**src/rtl/tick_sched_if.sv**
```systemverilog
// tick_sched_if
//  Bundles the config handshake, run control and status signals of
//  tick_sched. clk and rst_n are not part of the bundle.
//
//  Ports (signals):
//   cfg_valid    config offer                      (master -> slave)
//   cfg_ready    config accepted when both high    (slave -> master)
//   cfg_period   period in base ticks, 0 means 1   (master -> slave)
//   cfg_oneshot  1 = one-shot, 0 = periodic        (master -> slave)
//   start, stop  level-sampled run control         (master -> slave)
//   tick         1-cycle pulse at each period end  (slave -> master)
//   done         1-cycle pulse at one-shot end     (slave -> master)
//   busy         high while running                (slave -> master)
//   tick_cnt     tick counter, only with TICK_SCHED_CNT_EN defined
interface tick_sched_if #(
  parameter int PERIOD_W = 16
);
  logic                cfg_valid;
  logic                cfg_ready;
  logic [PERIOD_W-1:0] cfg_period;
  logic                cfg_oneshot;
  logic                start;
  logic                stop;
  logic                tick;
  logic                done;
  logic                busy;
`ifdef TICK_SCHED_CNT_EN
  logic [15:0]         tick_cnt;

  modport master (
    output cfg_valid, cfg_period, cfg_oneshot, start, stop,
    input  cfg_ready, tick, done, busy, tick_cnt
  );

  modport slave (
    input  cfg_valid, cfg_period, cfg_oneshot, start, stop,
    output cfg_ready, tick, done, busy, tick_cnt
  );
`else
  modport master (
    output cfg_valid, cfg_period, cfg_oneshot, start, stop,
    input  cfg_ready, tick, done, busy
  );

  modport slave (
    input  cfg_valid, cfg_period, cfg_oneshot, start, stop,
    output cfg_ready, tick, done, busy
  );
`endif
endinterface

```
**src/rtl/tick_sched.sv**
```systemverilog
// tick_sched
//  Programmable tick scheduler. A prescaler divides clk by DIV = F_0/F_1
//  into a base tick; a period counter counts base ticks and emits a
//  registered one-cycle tick at each period end. Periodic or one-shot.
//
//  Ports:
//   clk    system clock
//   rst_n  async active-low reset
//   bus    tick_sched_if.slave (cfg handshake, start/stop, tick/done/busy)
//
//  Optional build macro TICK_SCHED_CNT_EN: adds bus.tick_cnt, a 16-bit
//  wrapping count of tick pulses, cleared on each accepted config.
//
//  state | meaning
//  IDLE  | waiting; cfg_ready=1, config may be loaded, start begins a run
//  RUN   | prescaler and period counter running, ticks emitted
module tick_sched #(
  parameter int F_0      = 50_000_000,
  parameter int F_1      = 1000,
  parameter int PERIOD_W = 16
) (
  input logic         clk,
  input logic         rst_n,
  tick_sched_if.slave bus
);

  localparam int DIV   = F_0 / F_1;
  localparam int PSC_W = (DIV > 1) ? $clog2(DIV) : 1;
  localparam logic [PSC_W-1:0] PSC_MAX = PSC_W'(DIV - 1);

  typedef enum logic {
    IDLE = 1'b0,
    RUN  = 1'b1
  } state_t;

  state_t              state_q, state_nxt;
  logic [PSC_W-1:0]    psc_q;
  logic [PERIOD_W-1:0] pcnt_q;
  logic [PERIOD_W-1:0] period_q;
  logic [PERIOD_W-1:0] period_m1;
  logic                oneshot_q;
  logic                cfg_loaded_q;
  logic                tick_q;
  logic                done_q;

  logic                base_tick;
  logic                term;
  logic                cfg_hs;
  logic                tick_nxt;
  logic                done_nxt;

  assign period_m1 = period_q - 1'b1;
  assign base_tick = (psc_q == PSC_MAX);
  assign term      = base_tick && (pcnt_q == period_m1);

  always_ff @(posedge clk or negedge rst_n) begin
    if (!rst_n) begin
      state_q <= IDLE;
    end else begin
      state_q <= state_nxt;
    end
  end

  always_comb begin
    state_nxt = state_q;
    cfg_hs    = 1'b0;
    tick_nxt  = 1'b0;
    done_nxt  = 1'b0;
    case (state_q)
      IDLE: begin
        cfg_hs = bus.cfg_valid;
        // stop wins over start; start before any config is ignored
        if (bus.start && !bus.stop && cfg_loaded_q) begin
          state_nxt = RUN;
        end
      end
      RUN: begin
        if (bus.stop) begin
          state_nxt = IDLE;
        end else begin
          // done is already out; leave RUN one cycle after the final tick
          if (done_q) begin
            state_nxt = IDLE;
          end
          if (term) begin
            tick_nxt = 1'b1;
            done_nxt = oneshot_q;
          end
        end
      end
      default: state_nxt = IDLE;
    endcase
  end

  always_ff @(posedge clk or negedge rst_n) begin
    if (!rst_n) begin
      psc_q        <= '0;
      pcnt_q       <= '0;
      period_q     <= PERIOD_W'(1);
      oneshot_q    <= 1'b0;
      cfg_loaded_q <= 1'b0;
      tick_q       <= 1'b0;
      done_q       <= 1'b0;
    end else begin
      tick_q <= tick_nxt;
      done_q <= done_nxt;
      if (cfg_hs) begin
        period_q     <= (bus.cfg_period == '0) ? PERIOD_W'(1) : bus.cfg_period;
        oneshot_q    <= bus.cfg_oneshot;
        cfg_loaded_q <= 1'b1;
      end
      // counters sit at 0 outside RUN, so entering RUN starts from 0
      if (state_q != RUN) begin
        psc_q  <= '0;
        pcnt_q <= '0;
      end else begin
        psc_q <= base_tick ? '0 : psc_q + 1'b1;
        if (base_tick) begin
          pcnt_q <= term ? '0 : pcnt_q + 1'b1;
        end
      end
    end
  end

`ifdef TICK_SCHED_CNT_EN
  logic [15:0] tick_cnt_q;

  always_ff @(posedge clk or negedge rst_n) begin
    if (!rst_n) begin
      tick_cnt_q <= '0;
    end else if (cfg_hs) begin
      tick_cnt_q <= '0;
    end else if (tick_nxt) begin
      tick_cnt_q <= tick_cnt_q + 16'd1;
    end
  end

  assign bus.tick_cnt = tick_cnt_q;
`endif

  assign bus.cfg_ready = (state_q == IDLE);
  assign bus.busy      = (state_q == RUN);
  assign bus.tick      = tick_q;
  assign bus.done      = done_q;

endmodule
```
**src/flat_wrapper.sv**
```systemverilog
// flat-port wrapper written by rule: the top's interface ports become plain ports
module tick_sched_flat 
#(
  parameter int F_0      = 50_000_000,
  parameter int F_1      = 1000,
  parameter int PERIOD_W = 16
)
  (clk, rst_n, bus_cfg_valid, bus_cfg_period, bus_cfg_oneshot, bus_start, bus_stop, bus_cfg_ready, bus_tick, bus_done, bus_busy);
  tick_sched_if #(.PERIOD_W(PERIOD_W)) bus_i ();
  input logic clk;
  input logic rst_n;
  input wire logic [$bits(bus_i.cfg_valid)-1:0] bus_cfg_valid;
  input wire logic [$bits(bus_i.cfg_period)-1:0] bus_cfg_period;
  input wire logic [$bits(bus_i.cfg_oneshot)-1:0] bus_cfg_oneshot;
  input wire logic [$bits(bus_i.start)-1:0] bus_start;
  input wire logic [$bits(bus_i.stop)-1:0] bus_stop;
  output wire logic [$bits(bus_i.cfg_ready)-1:0] bus_cfg_ready;
  output wire logic [$bits(bus_i.tick)-1:0] bus_tick;
  output wire logic [$bits(bus_i.done)-1:0] bus_done;
  output wire logic [$bits(bus_i.busy)-1:0] bus_busy;
  assign bus_i.cfg_valid = bus_cfg_valid;
  assign bus_i.cfg_period = bus_cfg_period;
  assign bus_i.cfg_oneshot = bus_cfg_oneshot;
  assign bus_i.start = bus_start;
  assign bus_i.stop = bus_stop;
  assign bus_cfg_ready = bus_i.cfg_ready;
  assign bus_tick = bus_i.tick;
  assign bus_done = bus_i.done;
  assign bus_busy = bus_i.busy;
  tick_sched #(.F_0(F_0), .F_1(F_1), .PERIOD_W(PERIOD_W)) u_core (.clk(clk), .rst_n(rst_n), .bus(bus_i));
endmodule
```
**config.mk**
```make
export PLATFORM = sky130hd
export DESIGN_NAME = tick_sched_flat
export DESIGN_NICKNAME = d
export VERILOG_FILES = /design/src/rtl/tick_sched_if.sv /design/src/rtl/tick_sched.sv /design/src/flat_wrapper.sv
export SDC_FILE = /design/constraint.sdc
export NUM_CORES = 1
export LEC_CHECK = 0
export CAP_MARGIN = 25
export CORE_ASPECT_RATIO = 1.4
export CORE_MARGIN = 5
export CORE_UTILIZATION = 56
export CTS_CLUSTER_SIZE = 28
export DETAILED_ROUTE_END_ITERATION = 10
export DONT_BUFFER_PORTS = 1
export MAX_ROUTING_LAYER = met4
export PLACE_DENSITY_LB_ADDON = 0.12
export SETUP_SLACK_MARGIN = 0.05
export SLEW_MARGIN = 20
export SYNTH_ARGS = -nofsm -noshare
export SYNTH_HDL_FRONTEND = slang
export SYNTH_SLANG_ARGS = --single-unit
```
**constraint.sdc**
```tcl
create_clock -name clk -period 7.05 [get_ports clk]
set_clock_uncertainty 0.05 [all_clocks]
set_input_delay 1.41 -clock clk [delete_from_list [all_inputs] [get_ports clk]]
set_output_delay 1.41 -clock clk [all_outputs]
set_load 0.03 [all_outputs]
```
==> results.md, run 1 <==
- Status: finished clean
- Max_slew headroom: 47.49%
- Ys Warns: 0
- Height of the die: approximately 96 µm
- Sink Count: 53
- FFs w/ async S/R, synth: 100.0%
- Max Freq: around 270 MHz
- Setup TNS: 0 ns
- Mux cell area share after synthesis: under 10%
- Synth Instances: 307
- Post-synth EDFFs: 0
- Initial core utilization: between 50% and 60%
- DRC: 0
- Critical path endpoint category: register
- Io pins: 26
- Area contributors post-synth: dfrtp_1, xnor2_1, mux2_2, nor2_1, xor2_1
- Crit path DAT: between 3 and 4 ns
- Die span in x: roughly 72 µm
- Drt wl/cell: between 15 and 20 µm
- Die ar.: 6915 µm²
- Max-cap violations: 0
- Power Density: ~190 nW/µm²
- Commonest cells in the synthesized netlist: dfrtp_1, nor2_1, xnor2_1, nand2_1, nand3_1
- Period minus WS final: 3.701 ns
- 1st-iter DRT viols: roughly 120
- Pre-CTS setup slack: ~3.4 ns
- P_leak: approximately 0.0013 µW
- Final Setup Violations: 0
- FP Rows: 31
- Clock root cell: clkbuf_8
- Synth Area in XOR/XNOR: a little under a tenth
- Grt total ovfl: 0
- Layout cell share with drive strength beyond 1: approximately 10%
- Worst path cell trace: or4_1 > or3_4 > or4b_1 > o311a_1 > or4b_4 > o21ai_4 > o21ai_0 > mux2_2
- Synth top area share: between 40% and 50%
- Final hold violation count: 0
- Vias in the first global route: 2,170
- Antenna violations before repair: 0
- WHS: approximately 0.41 ns
- Yosys cell types: 56
- Flops & latches, synth: 53
- Final wirelength: 5835 µm
- Final setup margin: 3.349 ns
- Post-DP HPWL: around 4300 µm
- CTS tree: done
- Cell taking the most area after synthesis: dfrtp_1
- Max VDD drop: around 0.11 mV
- Sequential area share after synthesis: ~44%
- Adder-cell share of the synthesized area: around 1.3%
- Post-Syn Area: between 2000 and 3000 µm²
- H-tree depth: 2
- Worst path max stage delay: 0.54 ns
- Total number of vias: around 2.2k
- DRT Pass-1 Iters: 5
- PortBufs: 0
- Syn Nets: 332
- Final #Nets: 330
- Critical path data required time: a little over 7 ns
- Area growth syn-to-layout: 4.357%
- Clock Pin Slew Worst Setup and Hold Paths: roughly 0.1 ns
- Worst-margin pin slew: just under 0.8 ns
- CP Max Fanout: 27
- Crit path kind: register to register
- Max Slew Vio Count: 0
- Top delay family on crit path: simple AND/OR/NAND/NOR gates
- # Post-CTS Setup Buffers: 0
- Largest family of logic cells by synthesized area: simple AND/OR/NAND/NOR gates
- Final GP Congestion: between 0.8 and 0.9
- Worst Hold Class: register to register
- # resized after CTS: 0
- RSZ-0062 raised after global routing: no
- Post-Synth Simple-Gate Area: between 20 and 30%
- Startpoint types: register
- Antenna cells: 0
- Skew-Pair Late Insertion Delay: just over 0.3 ns
- Most common cell in the netlist: dfrtp_1
- Worst path bufs/invs: 0
- Bufs on Longest Clock Path: 2
- Period utilization: a little over half
- Compound-cell area share of the yosys netlist: roughly 9.8%
- Vias per cell: roughly 6.0
- Post-route ant nets: 0
- Num CTS Buffers: 5
- Global-route wire length before repair: about 10,000 µm
- Hold buffers post-CTS: 0
- Syn_area_per_cell: slightly below 10 µm²
- Global-route usage over all layers: a little under a fifth
- Critical path's slowest cell: or4_1
- Top_reg_cell synth: dfrtp_1
- Largest net degree at the start of global routing: between 50 and 60
- Core area: just over 5000 µm²
-- registers in the layout, indices dropped and copies added, names as in the netlist --
register	count
u_core.period_q	16
u_core.bus.tick	1
u_core.bus.busy	1
u_core.cfg_loaded_q	1
u_core.psc_q	16
u_core.oneshot_q	1
u_core.bus.done	1
u_core.pcnt_q	16
-- cells in the final DEF, fill, tap and decap left out, types with 4 or more instances in the layout --
master,netlist,layout
nor4_1,6,6
and3_1,10,10
nor3b_1,6,6
nand2_1,19,19
and2_1,4,4
nor2_1,36,36
a211o_1,4,4
mux2_2,15,15
nand3_1,17,17
xor2_1,11,11
xnor2_1,20,20
clkbuf_8,0,5
nor2b_1,4,4
a21o_1,7,7
o21ai_1,7,7
or4_1,4,4
o21ai_0,4,4
nand4_1,6,6
dfrtp_1,52,52
nor3_1,13,13
inv_1,7,7
-- routing by layer --
metal  wire, µm  vias to the layer above  global-route usage [%]
met5          0                        -                       -
met4         89                        0                   6.897
met3        203                        6                   3.002
met2       3012                       38                   33.44
met1       2529                     1078                   21.85
li1           -                     1102                       -
-- area by class of cell --
cell class              instances  area (µm²)
well taps                      66       82.58
inverters                       7       26.28
repair buffers                  1       7.507
clock inverters                 3       17.52
multi-input cells             237        1587
fillers                       471        2081
flip-flops and latches         53        1328
clock buffers                   5       68.82
-- power by group --
group / total, µW / internal [µW] / switching (µW) / leakage (µW)
clock network: 172 / 68.9 / 103 / 0.0000439
registers: 346 / 321 / 25.4 / 0.000694
logic: 76.9 / 39.3 / 37.5 / 0.000599
-- logic make-up (layout without fill, tap and decap cells) --
group           count (synthesis)  after routing
xor+xnor                       31             31
flops                          53             53
fa+ha+maj                       3              3
buf+inv                        17             16
compound gates                 40             40
mux                            16             16
simple gates                  147            147
-- worst paths after layout --
| kind | start | end | slack [ns] | cells past startpoint |
|---|---|---|---|---|
| max in group asynchronous | rst_n | u_core.period_q[0] | 6.03 | 0 |
| min reg2reg | u_core.psc_q[0] | u_core.psc_q[0] | 0.41 | 1 |
| min | u_core.psc_q[0] | u_core.psc_q[0] | 0.41 | 1 |
| max reg2reg | u_core.period_q[8] | u_core.pcnt_q[6] | 3.35 | 8 |
| min in group asynchronous | rst_n | u_core.psc_q[3] | 0.73 | 0 |
| max | u_core.period_q[8] | u_core.pcnt_q[6] | 3.35 | 8 |
-- worst register-to-register path, cell delays in order (launching register included) --
cell and delay (ns):
dfrtp_1 0.46, or4_1 0.54, or3_4 0.40, or4b_1 0.51, o311a_1 0.12, or4b_4 0.50
o21ai_4 0.54, o21ai_0 0.18, mux2_2 0.30
-- stage by stage --
| step | cell area, µm² | power [µW] | cells | util (%) |
|---|---|---|---|---|
| after floorplan | 2987 | 412.4 | 307 | - |
| after global placement | 3030 | 426.2 | 364 | 58.31 |
| after detailed placement | 3030 | 429.1 | 364 | 58.31 |
| after CTS | 3117 | 598.9 | 372 | 59.97 |
| after global routing | 3117 | 624.0 | 372 | 59.97 |
| final | 3117 | 594.8 | 372 | 59.97 |
(Power assumes the default switching activity.)
==> inputs of run 2 (changes only) <==
==> constraint.sdc (replaced) <==
create_clock -name clk -period 3.4 [get_ports clk]
set_clock_uncertainty 0.05 [all_clocks]
set_input_delay 0.68 -clock clk [delete_from_list [all_inputs] [get_ports clk]]
set_output_delay 0.68 -clock clk [all_outputs]
set_load 0.03 [all_outputs]
==> run 2 against run 1 <==
Against the previous run:
- sequential power is 100% higher
- global-route usage rose by 1.2 points
- utilization grew 3.1 points
- non-clock buffer count up 15
- first-iteration DRC count shrank 43%
- count of clock-buffer cells in the layout increased by 2
- sequential share of layout area is 2.1 points lower
- combinational power grew to 3.0 times the previous value
- highest routed layer unchanged
==> results.md, run 2 (synthesized netlist as in run 1, its figures left out) <==
- Clock root cell: clkbuf_8
- WHS: 0.1532 ns (-0.2592 ns)
- Reg area: 1328 µm² (unchanged)
- Sink Count: 53 (unchanged)
- R2r startpoint: u_core.period_q[1]
- Setup TNS: 0 ns (unchanged)
- Footprint of the multi-input gates: 1602 µm² (+0.95%)
- Max-cap violations: 0 (unchanged)
- Crit path kind: register to register
- Final #Nets: 345 (+4.5%)
- PortBufs: 0 (unchanged)
- CTS tree: done
- Die ar.: 6915 µm² (unchanged)
- Initial core utilization: 57.46% (unchanged)
- Max_slew headroom: 52.70% (+5.2 points)
- Vias per cell: 5.972 (-0.12%)
- Area growth syn-to-layout: 9.761%
- Critical path endpoint category: register
- Vias in the first global route: 2,322 (+7.0%)
- Crit path DAT: 3.44 ns (-0.41 ns)
- Period utilization: 96.82% (+44 points)
- DRT Pass-1 Iters: 4 (-1)
- Global-route usage over all layers: 20.19% (+1.2 points)
- DRC: 0 (unchanged)
- Bufs on Longest Clock Path: 2 (unchanged)
- Final Setup Violations: 0 (unchanged)
- Max Slew Vio Count: 0 (unchanged)
- Critical path data required time: 3.54 ns (-3.66 ns)
- Most common cell after layout, fill and taps aside: dfrtp_1
- Clock Pin Slew Worst Setup and Hold Paths: 0.09 ns (about the same)
- Worst reg-to-reg path cell count: 9 (+1)
- 1st-iter DRT viols: 70 (-43%)
- Post-route ant nets: 0 (unchanged)
- P_leak: 0.001424 µW (+6.5%)
- Worst-margin pin slew: 0.7068 ns (-0.08085 ns)
- Core area: 5197 µm² (unchanged)
- Max VDD drop: 0.2795 mV (+160%)
- Layout cell share with drive strength beyond 1: 14.33% (+4.2 points)
- Status: finished clean
- R2R Setup Slk: 0.11 ns (-3.24 ns)
- Antenna violations before repair: 0 (unchanged)
- Die span in x: 71.72 µm (unchanged)
- Fillers: 455 (-3.4%)
- Final GP Congestion: 0.8072 (-2.2%)
- Height of the die: 96.41 µm (unchanged)
- Final hold violation count: 0 (unchanged)
- Power Density: 384.4 nW/µm² (+100%)
- Worst R2R End: u_core.pcnt_q[11]
- # Post-CTS Setup Buffers: 0 (unchanged)
- Drt wl/cell: 15.81 µm (+0.79%)
- CP Max Fanout: 17 (-37%)
- Total number of vias: 2,311 (+3.9%)
- Grt total ovfl: 0 (unchanged)
- H-tree depth: 2 (unchanged)
- Commonest cells after routing, fill and taps aside: dfrtp_1, nor2_1, xnor2_1
- FP Rows: 31 (unchanged)
- Largest regs: u_core.pcnt_q x16, u_core.period_q x16, u_core.psc_q x16
- Worst Hold Class: input pin to async pin
- Max Freq: 303.8 MHz (+12%)
- RSZ-0062 raised after global routing: yes
- Antenna cells: 0 (unchanged)
- Largest net degree at the start of global routing: 41 (-24%)
- Final wirelength: 6118 µm (+4.9%)
- Num CTS Buffers: 5 (unchanged)
- Skew-Pair Late Insertion Delay: 0.30 ns (about the same)
- Io pins: 26 (unchanged)
- Period minus WS final: 3.292 ns (-0.4091 ns)
- Startpoint types: register
- Global-route wire length before repair: 10,640 µm (+5.5%)
- Post-DP HPWL: 4519 µm (+6.1%)
[run 2: worst max-delay path by stage]
| stage | start | to | cells past startpoint |
|---|---|---|---|
| 2_1_floorplan | u_core.period_q[8] | u_core.pcnt_q[10] | 9 |
| 3_3_place_gp | u_core.period_q[1] | u_core.pcnt_q[7] | 9 |
| 3_5_place_dp | u_core.period_q[1] | u_core.pcnt_q[7] | 9 |
| 4_1_cts | u_core.period_q[1] | u_core.pcnt_q[7] | 9 |
| 5_1_grt | u_core.period_q[1] | u_core.pcnt_q[10] | 9 |
| 6_report | u_core.period_q[1] | u_core.pcnt_q[11] | 9 |
[run 2: critical path, cell delays in order (launching register included)]
cell and delay (ns):
dfrtp_1 0.41, or4_4 0.55, or3_4 0.36, or4b_1 0.50
o311a_1 0.12, or4b_4 0.50, o21ai_4 0.20, buf_12 0.17
nor2_1 0.05, a211o_1 0.26
[run 2: timing repair]
action                                  in CTS  in global routing
endpoints found under the setup margin       0                 13
resized for setup                            0                  4
hold buffers                                 1                  1
hold endpoints to repair                    14                 38
[run 2: layout make-up]
type	instances	area share, %
clock buffers	7	2.328
clock inverters	1	0.1527
inverters	7	0.8015
multi-input cells	237	48.86
flip-flops and latches	53	40.50
well taps	66	2.519
repair buffers	16	4.847
[run 2: stage by stage]
| stage | power (µW) | utilization [%] | instance area [µm²] | setup WS (ns) | cells |
|---|---|---|---|---|---|
| finish | 1260 | 63.07 | 3278 | 0.1082 | 387 |
| global route | 1337 | 63.07 | 3278 | 0.02616 | 387 |
| floorplan | 855.1 | - | 2987 | 0.1648 | 307 |
| global placement | 914.1 | 60.42 | 3141 | 0.1738 | 377 |
| CTS | 1264 | 62.18 | 3232 | 0.1032 | 386 |
| detailed placement | 919.2 | 60.42 | 3141 | 0.1214 | 377 |
[run 2: routing by layer]
metal	up-vias	GRT usage (%)	part of all wire [%]
met5	-	-	0
met4	0	8.307	3.2
met3	17	4.244	3.8
met2	43	35.51	51
met1	1115	22.20	42
li1	1136	-	-
[run 2: report_power, final]
group	internal (µW)	leakage, µW	switching, µW	total, µW
Combinational	110	0.000688	119	228
Sequential	665	0.000694	30.8	696
Clock	145	0.0000422	191	336
==> inputs of run 3 (changes only) <==
==> constraint.sdc (replaced) <==
create_clock -name clk -period 3.4 [get_ports clk]
set_clock_uncertainty 0.05 [all_clocks]
set_input_delay 0.68 -clock clk [delete_from_list [all_inputs] [get_ports clk]]
set_output_delay 0.68 -clock clk [all_outputs]
set_load 0.02 [all_outputs]
==> run 3 against run 2 <==
Against the previous run:
- sequential power about the same
- count of clock-buffer cells in the layout shrank 1
- total power is 3.2% higher
- non-clock buffer count rose by 2
==> results.md, run 3 (synthesized netlist as in run 1, its figures left out) <==
- Period minus WS final: 3.292 ns (+0.0003120 ns)
- Commonest cells after routing, fill and taps aside: dfrtp_1, nor2_1, xnor2_1
- Largest net degree at the start of global routing: 53 (+29%)
- Num CTS Buffers: 5 (unchanged)
- Status: finished clean
- Worst path bufs/invs: 1 (unchanged)
- Critical path data required time: 3.55 ns (about the same)
- WHS: 0.01813 ns (-0.1351 ns)
- Power Density: 392.8 nW/µm² (+2.2%)
- Global-route wire length before repair: 10,630 µm (-0.12%)
- CTS tree: done
- Largest regs: u_core.pcnt_q x16, u_core.period_q x16, u_core.psc_q x16
- P_leak: 0.001443 µW (+1.3%)
- Final Setup Violations: 0 (unchanged)
- Final hold violation count: 0 (unchanged)
- RSZ-0062 raised after global routing: yes
- Sink Count: 53 (unchanged)
- Max VDD drop: 0.2634 mV (-5.8%)
- Worst path cell trace: or4_4 > or3_4 > or4b_1 > o311a_1 > or4b_4 > o21ai_4 > buf_12 > nor2_1 > a211o_1
- Worst-margin pin slew: 0.7224 ns (+0.01558 ns)
- Area growth syn-to-layout: 10.85%
- Reg area: 1328 µm² (unchanged)
- Worst Hold Class: input pin to async pin
- Critical path's slowest cell: or4_4
- Fillers: 458 (+0.66%)
- Final GP Congestion: 0.8062 (-0.12%)
- Post-DP HPWL: 4468 µm (-1.1%)
- PortBufs: 0 (unchanged)
- Critical Path Stages: 9 (unchanged)
- Max Freq: 303.8 MHz (about the same)
- Setup TNS: 0 ns (unchanged)
- Worst path max stage delay: 0.56 ns (about the same)
- Fin util: 63.70% (+0.63 points)
- Final wirelength: 6258 µm (+2.3%)
- Post-route ant nets: 0 (unchanged)
- 1st-iter DRT viols: 74 (+5.7%)
- Max_slew headroom: 51.66% (-1.0 points)
- Die span in x: 71.72 µm (unchanged)
- CP Max Fanout: 17 (unchanged)
- H-tree depth: 2 (unchanged)
- Final #Nets: 347 (+0.58%)
- Clock Pin Slew Worst Setup and Hold Paths: 0.10 ns (about the same)
- Post-Place Cells: 377 (unchanged)
- Footprint of the multi-input gates: 1602 µm² (unchanged)
- Startpoint types: register
- Max Slew Vio Count: 0 (unchanged)
- Vias in the first global route: 2,340 (+0.78%)
- Max-cap violations: 0 (unchanged)
- Final setup margin: 0.1079 ns (-0.0003120 ns)
- Critical path endpoint category: register
- Layout cell share with drive strength beyond 1: 15.17% (+0.84 points)
- Crit path DAT: 3.45 ns (about the same)
- Crit path kind: register to register
- DRT Pass-1 Iters: 4 (unchanged)
- Skew-Pair Late Insertion Delay: 0.30 ns (about the same)
- Fin cells: 389 (+0.52%)
- Clock root cell: clkbuf_8
- Most common cell after layout, fill and taps aside: dfrtp_1
- Io pins: 26 (unchanged)
- Global-route usage over all layers: 19.82% (-0.37 points)
- FP Rows: 31 (unchanged)
- Period utilization: 96.83% (about the same)
- Drt wl/cell: 16.09 µm (+1.8%)
- Die ar.: 6915 µm² (unchanged)
- DRC: 0 (unchanged)
- Vias per cell: 5.979 (+0.13%)
- Grt total ovfl: 0 (unchanged)
- Worst reg-to-reg path cell count: 9 (unchanged)
- Height of the die: 96.41 µm (unchanged)
- Core area: 5197 µm² (unchanged)
- Bufs on Longest Clock Path: 2 (unchanged)
- Total number of vias: 2,326 (+0.65%)
- Pre-CTS setup slack: 0.1037 ns (-0.01772 ns)
- Initial core utilization: 57.46% (unchanged)
- Antenna cells: 0 (unchanged)
- Top delay family on crit path: simple AND/OR/NAND/NOR gates
- Antenna violations before repair: 0 (unchanged)
==> run 3: timing repair <==
item | CTS | global route
endpoints found under the hold margin | 2 | 39
setup endpoints to repair | 0 | 13
hold buffers | 1 | 2
buffers inserted | 0 | 1
resized for setup | 0 | 4
==> run 3: layout make-up <==
class,instances,share of cell area [%]
Inverter,7,0.7936
Clock buffer,6,2.494
Tap cell,66,2.494
Timing Repair Buffer,18,5.329
Multi-Input combinational cell,237,48.37
Sequential cell,53,40.10
Clock inverter,2,0.4157
==> run 3: final timing paths <==
| check | from | endpoint | slack [ns] |
|---|---|---|---|
| worst max-delay path | u_core.period_q[1] | u_core.pcnt_q[11] | 0.11 |
| worst min-delay path | rst_n | u_core.period_q[13] | 0.02 |
| worst min register to register | u_core.psc_q[0] | u_core.psc_q[0] | 0.43 |
| worst max register to register | u_core.period_q[1] | u_core.pcnt_q[11] | 0.11 |
| min in group clk | bus_stop | u_core.bus.busy | 0.38 |
| max in group asynchronous | rst_n | u_core.pcnt_q[3] | 2.60 |
==> run 3: metrics by stage <==
stage               cell area, µm²  total power (µW)
floorplan                     2987             853.5
global placement              3141             912.5
detailed placement            3141             918.0
CTS                           3247              1289
global route                  3311              1368
finish                        3311              1300
==> run 3: metal layers <==
| layer | share of wire, % | GRT usage, % | vias up |
|---|---|---|---|
| met1 | 43 | 22.30 | 1128 |
| met4 | 2.3 | 5.956 | 0 |
| met5 | 0 | - | - |
| met3 | 3.3 | 3.520 | 16 |
| li1 | - | - | 1139 |
| met2 | 51 | 35.81 | 43 |
==> run 3: power breakdown <==
group / switching [µW] / total, µW / leakage [µW] / internal (µW)
sequential: 30.4 / 695 / 0.000694 / 665
clock: 211 / 376 / 0.0000512 / 166
combinational: 117 / 229 / 0.000697 / 112
total: 357 / 1300 / 0.00144 / 943
